`src/rtl/lcd_escritor_if.sv`:
```
// Signal bundle between the driver-selection logic, lcd_escritor and the LCD pins.
interface lcd_escritor_if;
  logic [127:0] linha1;
  logic [127:0] linha2;
  logic         atualiza;
  logic [7:0]   LCD_DATA;
  logic         LCD_RS;
  logic         LCD_RW;
  logic         LCD_EN;
  logic         LCD_ON;
  logic         pronto;

  modport master (
    output linha1, linha2, atualiza,
    input  LCD_DATA, LCD_RS, LCD_RW, LCD_EN, LCD_ON, pronto
  );

  modport slave (
    input  linha1, linha2, atualiza,
    output LCD_DATA, LCD_RS, LCD_RW, LCD_EN, LCD_ON, pronto
  );
endinterface

```
`src/rtl/lcd_escritor.sv`:
```
// HD44780 16x2 writer: power-on init, then snapshots and writes both text lines on request.
// Build option AUTO_REFRESH_EN adds a periodic internal refresh request every REFRESH_CYC cycles.
//   state    | meaning
//   PWR_WAIT | power-on delay        INIT  | 0x38,0x0C,0x01,0x06
//   IDLE     | ready for a request   SNAP  | latch both lines
//   ADDR1/2  | DDRAM address cmd     CHR1/2| 16 characters, RS=1
module lcd_escritor #(
  parameter int unsigned EN_PULSE_CYC     = 20,
  parameter int unsigned CMD_WAIT_CYC     = 2000,
  parameter int unsigned CLEAR_WAIT_CYC   = 82000,
  parameter int unsigned POWERON_WAIT_CYC = 750000
`ifdef AUTO_REFRESH_EN
  , parameter int unsigned REFRESH_CYC    = 5000000
`endif
) (
  input logic           clk,
  input logic           rst_n,
  lcd_escritor_if.slave bus
);

  typedef enum logic [2:0] {PWR_WAIT, INIT, IDLE, SNAP, ADDR1, CHR1, ADDR2, CHR2} state_e;
  typedef enum logic [1:0] {PH_SETUP, PH_EN, PH_WAIT} phase_e;

  localparam logic [31:0] PWR_LAST = 32'(POWERON_WAIT_CYC - 1);
  localparam logic [31:0] EN_LAST  = 32'(EN_PULSE_CYC - 1);
  localparam logic [31:0] CMD_LAST = 32'(CMD_WAIT_CYC - 1);
  localparam logic [31:0] CLR_LAST = 32'(CLEAR_WAIT_CYC - 1);

  state_e           state_q, state_d;
  phase_e           phase_q, phase_d;
  logic [31:0]      cnt_q, cnt_d;
  logic [3:0]       idx_q, idx_d;
  logic             pend_q, pend_d;
  logic [31:0][7:0] snap_q, snap_d;
  logic             req;
  logic             xfer;
  logic             byte_done;
  logic [7:0]       cur_byte;
  logic             cur_rs;
  logic [31:0]      wait_last;

`ifdef AUTO_REFRESH_EN
  localparam logic [31:0] REF_LAST = 32'(REFRESH_CYC - 1);
  logic [31:0] ref_q, ref_d;
  logic        auto_req;

  always_comb begin
    ref_d    = ref_q;
    auto_req = 1'b0;
    if (state_q != PWR_WAIT && state_q != INIT) begin
      if (ref_q == REF_LAST) begin
        auto_req = 1'b1;
        ref_d    = '0;
      end else begin
        ref_d = ref_q + 32'd1;
      end
    end
  end

  always_ff @(posedge clk) begin
    if (!rst_n) ref_q <= '0;
    else        ref_q <= ref_d;
  end

  assign req = bus.atualiza | auto_req;
`else
  assign req = bus.atualiza;
`endif

  // Snapshot packing: line-1 char i is byte 31-i, line-2 char i is byte 15-i.
  always_comb begin
    cur_byte = 8'h00;
    cur_rs   = 1'b0;
    case (state_q)
      INIT: begin
        case (idx_q[1:0])
          2'd0:    cur_byte = 8'h38;
          2'd1:    cur_byte = 8'h0C;
          2'd2:    cur_byte = 8'h01;
          default: cur_byte = 8'h06;
        endcase
      end
      ADDR1: cur_byte = 8'h80;
      CHR1: begin
        cur_byte = snap_q[5'd31 - {1'b0, idx_q}];
        cur_rs   = 1'b1;
      end
      ADDR2: cur_byte = 8'hC0;
      CHR2: begin
        cur_byte = snap_q[5'd15 - {1'b0, idx_q}];
        cur_rs   = 1'b1;
      end
      default: cur_byte = 8'h00;
    endcase
  end

  assign xfer      = (state_q == INIT) || (state_q == ADDR1) || (state_q == CHR1) ||
                     (state_q == ADDR2) || (state_q == CHR2);
  assign wait_last = (!cur_rs && cur_byte == 8'h01) ? CLR_LAST : CMD_LAST;

  always_comb begin
    state_d   = state_q;
    phase_d   = phase_q;
    cnt_d     = cnt_q + 32'd1;
    idx_d     = idx_q;
    snap_d    = snap_q;
    byte_done = 1'b0;
    pend_d    = pend_q;

    // A request arriving while SNAP latches is kept for the next refresh.
    if (state_q == SNAP)                 pend_d = req;
    else if (state_q != IDLE && req)     pend_d = 1'b1;

    case (state_q)
      PWR_WAIT: begin
        if (cnt_q == PWR_LAST) begin
          state_d = INIT;
          phase_d = PH_SETUP;
          cnt_d   = '0;
          idx_d   = '0;
        end
      end
      IDLE: begin
        cnt_d = '0;
        if (req || pend_q) state_d = SNAP;
      end
      SNAP: begin
        snap_d  = {bus.linha1, bus.linha2};
        state_d = ADDR1;
        phase_d = PH_SETUP;
        cnt_d   = '0;
        idx_d   = '0;
      end
      default: begin
        case (phase_q)
          PH_SETUP: begin
            phase_d = PH_EN;
            cnt_d   = '0;
          end
          PH_EN: begin
            if (cnt_q == EN_LAST) begin
              phase_d = PH_WAIT;
              cnt_d   = '0;
            end
          end
          default: begin
            if (cnt_q == wait_last) byte_done = 1'b1;
          end
        endcase
      end
    endcase

    if (byte_done) begin
      phase_d = PH_SETUP;
      cnt_d   = '0;
      idx_d   = idx_q + 4'd1;
      case (state_q)
        INIT:  if (idx_q == 4'd3) state_d = IDLE;
        ADDR1: begin state_d = CHR1; idx_d = '0; end
        CHR1:  if (idx_q == 4'd15) state_d = ADDR2;
        ADDR2: begin state_d = CHR2; idx_d = '0; end
        CHR2:  if (idx_q == 4'd15) state_d = IDLE;
        default: state_d = state_q;
      endcase
    end
  end

  always_ff @(posedge clk) begin
    if (!rst_n) begin
      state_q <= PWR_WAIT;
      phase_q <= PH_SETUP;
      cnt_q   <= '0;
      idx_q   <= '0;
      pend_q  <= 1'b0;
      snap_q  <= '0;
    end else begin
      state_q <= state_d;
      phase_q <= phase_d;
      cnt_q   <= cnt_d;
      idx_q   <= idx_d;
      pend_q  <= pend_d;
      snap_q  <= snap_d;
    end
  end

  assign bus.LCD_DATA = cur_byte;
  assign bus.LCD_RS   = cur_rs;
  assign bus.LCD_EN   = xfer && (phase_q == PH_EN);
  assign bus.LCD_RW   = 1'b0;
  assign bus.LCD_ON   = 1'b1;
  assign bus.pronto   = (state_q == IDLE) && !pend_q;

endmodule

```
`src/flat_wrapper.sv`:
```
// flat-port wrapper written by rule: the top's interface ports become plain ports
module lcd_escritor_flat 
#(
  parameter int unsigned EN_PULSE_CYC     = 20,
  parameter int unsigned CMD_WAIT_CYC     = 2000,
  parameter int unsigned CLEAR_WAIT_CYC   = 82000,
  parameter int unsigned POWERON_WAIT_CYC = 750000

)
  (clk, rst_n, bus_linha1, bus_linha2, bus_atualiza, bus_LCD_DATA, bus_LCD_RS, bus_LCD_RW, bus_LCD_EN, bus_LCD_ON, bus_pronto);
  lcd_escritor_if bus_i ();
  input logic clk;
  input logic rst_n;
  input wire logic [$bits(bus_i.linha1)-1:0] bus_linha1;
  input wire logic [$bits(bus_i.linha2)-1:0] bus_linha2;
  input wire logic [$bits(bus_i.atualiza)-1:0] bus_atualiza;
  output wire logic [$bits(bus_i.LCD_DATA)-1:0] bus_LCD_DATA;
  output wire logic [$bits(bus_i.LCD_RS)-1:0] bus_LCD_RS;
  output wire logic [$bits(bus_i.LCD_RW)-1:0] bus_LCD_RW;
  output wire logic [$bits(bus_i.LCD_EN)-1:0] bus_LCD_EN;
  output wire logic [$bits(bus_i.LCD_ON)-1:0] bus_LCD_ON;
  output wire logic [$bits(bus_i.pronto)-1:0] bus_pronto;
  assign bus_i.linha1 = bus_linha1;
  assign bus_i.linha2 = bus_linha2;
  assign bus_i.atualiza = bus_atualiza;
  assign bus_LCD_DATA = bus_i.LCD_DATA;
  assign bus_LCD_RS = bus_i.LCD_RS;
  assign bus_LCD_RW = bus_i.LCD_RW;
  assign bus_LCD_EN = bus_i.LCD_EN;
  assign bus_LCD_ON = bus_i.LCD_ON;
  assign bus_pronto = bus_i.pronto;
  lcd_escritor #(.EN_PULSE_CYC(EN_PULSE_CYC), .CMD_WAIT_CYC(CMD_WAIT_CYC), .CLEAR_WAIT_CYC(CLEAR_WAIT_CYC), .POWERON_WAIT_CYC(POWERON_WAIT_CYC)) u_core (.clk(clk), .rst_n(rst_n), .bus(bus_i));
endmodule
```
`config.mk`:
```
export PLATFORM = sky130hd
export DESIGN_NAME = lcd_escritor_flat
export DESIGN_NICKNAME = d
export VERILOG_FILES = /design/src/rtl/lcd_escritor_if.sv /design/src/rtl/lcd_escritor.sv /design/src/flat_wrapper.sv
export SDC_FILE = /design/constraint.sdc
export NUM_CORES = 1
export LEC_CHECK = 0
export CORE_ASPECT_RATIO = 0.9
export CORE_UTILIZATION = 54
export CTS_BUF_LIST = sky130_fd_sc_hd__clkbuf_8
export DETAILED_ROUTE_END_ITERATION = 12
export GPL_ROUTABILITY_DRIVEN = 0
export HOLD_SLACK_MARGIN = 0.02
export PLACE_DENSITY = 0.91
export SYNTH_ARGS = -nofsm -noshare
export SYNTH_HDL_FRONTEND = slang
export SYNTH_SLANG_ARGS = --single-unit
```
`constraint.sdc`:
```
create_clock -name clk -period 3.55 [get_ports clk]
set_input_delay 0.355 -clock clk [delete_from_list [all_inputs] [get_ports clk]]
set_output_delay 0.355 -clock clk [all_outputs]
set_load 0.005 [all_outputs]
```
Word-level counts from Yosys, hierarchy flattened
Cells that the tools add are included.
- flip-flop bits (word level): 298
- output and inout port bits: 13
- add/subtract/negate cells: 4
- order comparisons: 2
- equality and inequality tests: 21
- mux-type cells: 33
- bitwise logic cells: 2
- reductions and logical operators: 25
- operators by type and width (kind ; number):
    32-bit one-hot mux with 2 select lines ; 2
    8-bit binary-select mux with 5-bit select ; 2
    32-bit 2-to-1 mux ; 2
    8-bit one-hot mux with 5 select lines ; 1
    32-bit by 1-bit adder with 32-bit output (second input constant) ; 1
    32-bit by 20-bit equality test with 1-bit output (second input constant) ; 1
    32-bit equality test ; 1
    32-bit by 5-bit equality test with 1-bit output (second input constant) ; 1
    3-bit 2-to-1 mux ; 6
    6-bit one-hot mux with 3 select lines ; 1
    17-bit 2-to-1 mux ; 1
    8-bit 2-to-1 mux ; 2
    3-bit one-hot mux with 5 select lines ; 1
    3-bit equality test (second input constant) ; 4
    5-bit by 6-bit less-than comparator with 1-bit output (second input constant) ; 2
    4-bit 2-to-1 mux ; 3
    2-bit OR reduction ; 5
    3-bit one-hot mux with 3 select lines ; 1
    8-bit by 1-bit equality test with 1-bit output (second input constant) ; 1
    4-bit one-hot mux with 2 select lines ; 1
    3-bit by 2-bit equality test with 1-bit output (second input constant) ; 2
    1-bit 2-to-1 mux ; 6
    6-bit inequality test (second input constant) ; 1
    2-bit one-hot mux with 3 select lines ; 1
    other kinds (26) ; 38

Logic depth before layout (Yosys ltp)
- word-level depth: 13
- depth in mapped cells: 11
- gate-level depth less buffers: 8

Worst setup path before layout
OpenSTA, ideal clock, no wires.
- path type: register -> output
- start point: reg u_core.idx_q[0]
- end point: out bus_LCD_DATA[3]
- data arrival time: 2461 ps
- data required time: 3195 ps
- path slack: 734 ps
- stages on the path, launching flop included: 10
- buffers on the path: 5
- path through: dfxtp_1 > buf_4 > buf_6 > buf_4 > buf_2 > buf_2 > mux4_2 > nand2_1 > a21oi_1 > or4_1
- longest elaborated chain between the ends: 4
- ends and longest elaborated chain (item ; RTL line ; source):
    from (decl) ; lcd_escritor.sv:32 ; logic [3:0] idx_q, idx_d;
    from (signal assigned) ; lcd_escritor.sv:180 ; idx_q <= idx_d;
    5-bit by 4-bit subtractor with 5-bit output or 4-bit by 4-bit subtractor with 5-bit output (tied branches) ; lcd_escritor.sv:85, lcd_escritor.sv:90 ;
    8-bit binary-select mux with 5-bit select, on equally long branches ; lcd_escritor.sv:85, lcd_escritor.sv:90 ;
    8-bit 2-to-1 mux, on equally long branches ; lcd_escritor.sv:85, lcd_escritor.sv:90 ;
    8-bit one-hot mux with 5 select lines * ; lcd_escritor.sv:74 ; case (state_q)
    to (decl) ; flat_wrapper.sv:17 ; output wire logic [$bits(bus_i.LCD_DATA)-1:0] bus_LCD_DATA;
Every way passes the cells marked *; elsewhere a longest branch is shown, timed or not. The select of a mux whose other input is x is not followed.

Final worst setup path
Ends and elaborated chain as after synthesis.

==> impl_metrics.env <==
export IMPL_drv_cap=0
export IMPL_drc=0
export IMPL_worstHoldStart="bus_linha1[13]"
export IMPL_synth_ff_type="dfxtp_1"
export IMPL_yosysUniqueCellTypes=57
export IMPL_postSynthNetCount=1827
export IMPL_die_h_um=153
export IMPL_p_leak_uw=0.00598
export IMPL_fmax_mhz=287
export IMPL_slew_violations=0
export IMPL_required_ns=3.19
export IMPL_synthCells=1563
export IMPL_hold_path_class="input pin to flip-flop"
export IMPL_yosysTopAreaCellShare_pct=43.5
export IMPL_ir_drop_mv=0.270
export IMPL_crit_path_max_fanout=7
export IMPL_wl_mm=39.7
export IMPL_worst_slew_pin_slew_ns=0.851
export IMPL_cts_clk_slew_worst_paths_ns=0.06
export IMPL_status="complete, no violations"
export IMPL_ys_seq_area_share_pct=43.5
export IMPL_pwr_share_seq_pct=50.0
export IMPL_viasPerCell=5.70
export IMPL_slew_headroom_pct=43.3
export IMPL_grt_pass1_vias=12100
export IMPL_clockBufferDepth=3
export IMPL_worstSetupStartpointType="flip-flop"
export IMPL_die_area_um2=26000
export IMPL_track_usage_pct=30.4
export IMPL_slowest_delay_ns=0.58
export IMPL_finalPower_uw=6710
export IMPL_fin_skew_ns=0.0371
export IMPL_worstPathArrival_ns=3.13
export IMPL_grt_max_degree=136
export IMPL_initial_core_util_pct=55.8
export IMPL_firstDrtPassIters=9
export IMPL_ys_ff_latch=298
export IMPL_rsz0062_at_grt="false"
export IMPL_numCtsBuffers=48
export IMPL_end_kind="primary output"
export IMPL_cts_hold_buffers=0
export IMPL_overflow=0
export IMPL_tns_ns=0
export IMPL_yosys_area_top_type="dfxtp_1"
export IMPL_p_comb_share_pct=5.8
export IMPL_cts_sinks=298
export IMPL_dp_hpwl_mm=27.6
export IMPL_r2r_start="u_core.idx_q[0]$_SDFFE_PN0P_"
export IMPL_wl_per_cell_um=18.3
export IMPL_switchingPower_uw=1470
export IMPL_worstSetupStartpoint="u_core.idx_q[0]$_SDFFE_PN0P_"
export IMPL_drt_iter0_markers=1372
export IMPL_core_area_um2=24600
export IMPL_vias=12300
export IMPL_post_dp_cell_area_um2=16600
export IMPL_switching_share_pct=21.9
export IMPL_criticalPathCategory="flip-flop to primary output"
export IMPL_fp_dieW_um=170
export IMPL_cts_tree="built"
export IMPL_area_growth_pct=28.9
export IMPL_netlist_top_cells_area="dfxtp_1 (44%), nand2_1 (15%), a21boi_0 (14%)"
export IMPL_slowest_stage="or4_1"
export IMPL_antenna_found_initial=1
export IMPL_grt_first_pass_wirelength_mm=62.2
export IMPL_finalCriticalPeriod_ns=3.48
export IMPL_htreeDepth=2
export IMPL_crit_family="multiplexers"
export IMPL_cp_buffers_inverters=2
export IMPL_final_cell_area_um2=17700
export IMPL_power_density_nw_per_um2=380
export IMPL_nNetsFinal=2054
export IMPL_postSynthAreaPerCell_um2=8.77
export IMPL_setup_viol=0
export IMPL_path_cells="buf_4 > mux4_2 > mux2i_1 > o22ai_1 > or4_1 > clkdlybuf4s50_1"
export IMPL_rows=54
export IMPL_ys_warnings_count=0
export IMPL_clkPwrFrac_pct=44.2
export IMPL_cts_root_buf="clkbuf_8"
export IMPL_synthesis_area_um2=13700
export IMPL_async_flop_share_pct=0
export IMPL_finalHoldViolCount=0
export IMPL_ant_nets=0
export IMPL_hold_ws_ns=0.327
export IMPL_clk_latency_ns=0.58
export IMPL_period_share_pct=98.1
export IMPL_portBuffers=269
export IMPL_synth_edff_count=0
export IMPL_p_int_uw=5240
export IMPL_drive_gt1_share_pct=9.64
export IMPL_top_level_ports=272
routing by layer:
| layer | wire (µm) | vias to the layer above | track usage [%] |
|---|---|---|---|
| met5 | 0 | - | 0 |
| met4 | 2000 | 0 | 15.7 |
| met3 | 3200 | 153 | 5.54 |
| met2 | 18900 | 666 | 50.2 |
| met1 | 15600 | 5768 | 37.9 |
| li1 | - | 5744 | - |
cells by family after synthesis:
logic type | after synthesis | share of synthesized area [%]
flops | 298 | 43.5
other cells | 2 | 0.0548
mux | 90 | 12.4
xor+xnor | 29 | 1.85
fa+ha+maj | 5 | 0.456
simple gates | 692 | 20.7
buf+inv | 136 | 4.03
compound gates | 311 | 16.9
area by class of cell:
cell class	count	area (µm²)
well taps	336	420
repair buffers	297	3020
fillers	1648	6920
clock buffers	60	826
flip-flops and latches	298	5970
inverters	16	60.1
multi-input cells	1129	7210
clock inverters	26	149
diodes	1	2.50
Yosys cell counts, types with 3 or more instances:
| cell type | number |
|---|---|
| inv_1 | 15 |
| nand3_1 | 17 |
| a31oi_1 | 3 |
| nand2_1 | 550 |
| buf_4 | 5 |
| nor2b_1 | 6 |
| o21ai_0 | 7 |
| nand4_1 | 14 |
| nor2_1 | 59 |
| and2_1 | 3 |
| xnor2_1 | 14 |
| ha_1 | 5 |
| and3_1 | 4 |
| xor2_1 | 15 |
| buf_2 | 13 |
| dfxtp_1 | 298 |
| mux2i_1 | 25 |
| nor4_1 | 8 |
| and4_1 | 4 |
| o22ai_1 | 6 |
| o21a_1 | 5 |
| buf_1 | 4 |
| a21boi_0 | 256 |
| nor3_1 | 12 |
| a21oi_1 | 15 |
| mux4_2 | 64 |
| a211oi_1 | 3 |
| clkbuf_1 | 97 |
state kept, by name, summed over array words and instances, names as in the netlist:
register	count
u_core.cnt_q	32
u_core.pend_q	1
u_core.snap_q	256
u_core.idx_q	4
u_core.state_q	3
u_core.phase_q	2
through the flow:
| step | util (%) | worst slack [ns] | instances |
|---|---|---|---|
| after floorplan | - | 0.734 | 1563 |
| after global placement | 67.5 | 0.470 | 2067 |
| after detailed placement | 67.5 | 0.452 | 2067 |
| after CTS | 71.7 | 0.0365 | 2158 |
| after global routing | 71.8 | 0.0258 | 2163 |
| final | 71.8 | 0.0661 | 2163 |
final timing paths:
path / endpoint / slack [ns] / depth (start not counted)
setup reg to reg: u_core.cnt_q[9]$_SDFF_PP0_ / 0.59 / 9
hold reg to reg: u_core.snap_q[125]$_SDFFE_PN0P_ / 0.46 / 2
hold / removal: u_core.snap_q[141]$_SDFFE_PN0P_ / 0.33 / 3
setup / recovery: bus_LCD_DATA[3] / 0.07 / 6
power by group through the flow:
stage | logic, µW | registers, µW | clock network [µW]
after floorplan | 79.7 | 3420 | 0
final | 390 | 3350 | 2970
after detailed placement | 386 | 3420 | 0
after global placement | 385 | 3420 | 0
after global routing | 409 | 3350 | 3130
after CTS | 389 | 3350 | 2970
worst register-to-register path, cell delays in order (launching register included):
cell and delay (ns):
dfxtp_4 0.42, buf_12 0.24, mux4_2 0.58, mux2i_2 0.24, o22ai_1 0.15, nor4_4 0.27
nand4_1 0.30, o2111ai_2 0.15, buf_4 0.35, nor2_1 0.11
cell usage in the layout (no fill, tap or decap), types with 15 or more instances in the layout:
master / n
a21boi_0: 256
a21oi_1: 15
buf_4: 18
clkbuf_8: 60
clkdlybuf4s50_1: 268
dfxtp_1: 296
inv_1: 34
mux2i_1: 23
mux4_2: 64
nand2_1: 549
nand3_1: 17
nor2_1: 59
xor2_1: 15
what timing repair did:
action | CTS | global route
pin swaps | 0 | 0
endpoints found under the setup margin | 5 | 4
setup buffers | 5 | 4
endpoints found under the hold margin | 0 | 0
resized for setup | 0 | 3
(Power assumes the default switching activity.)
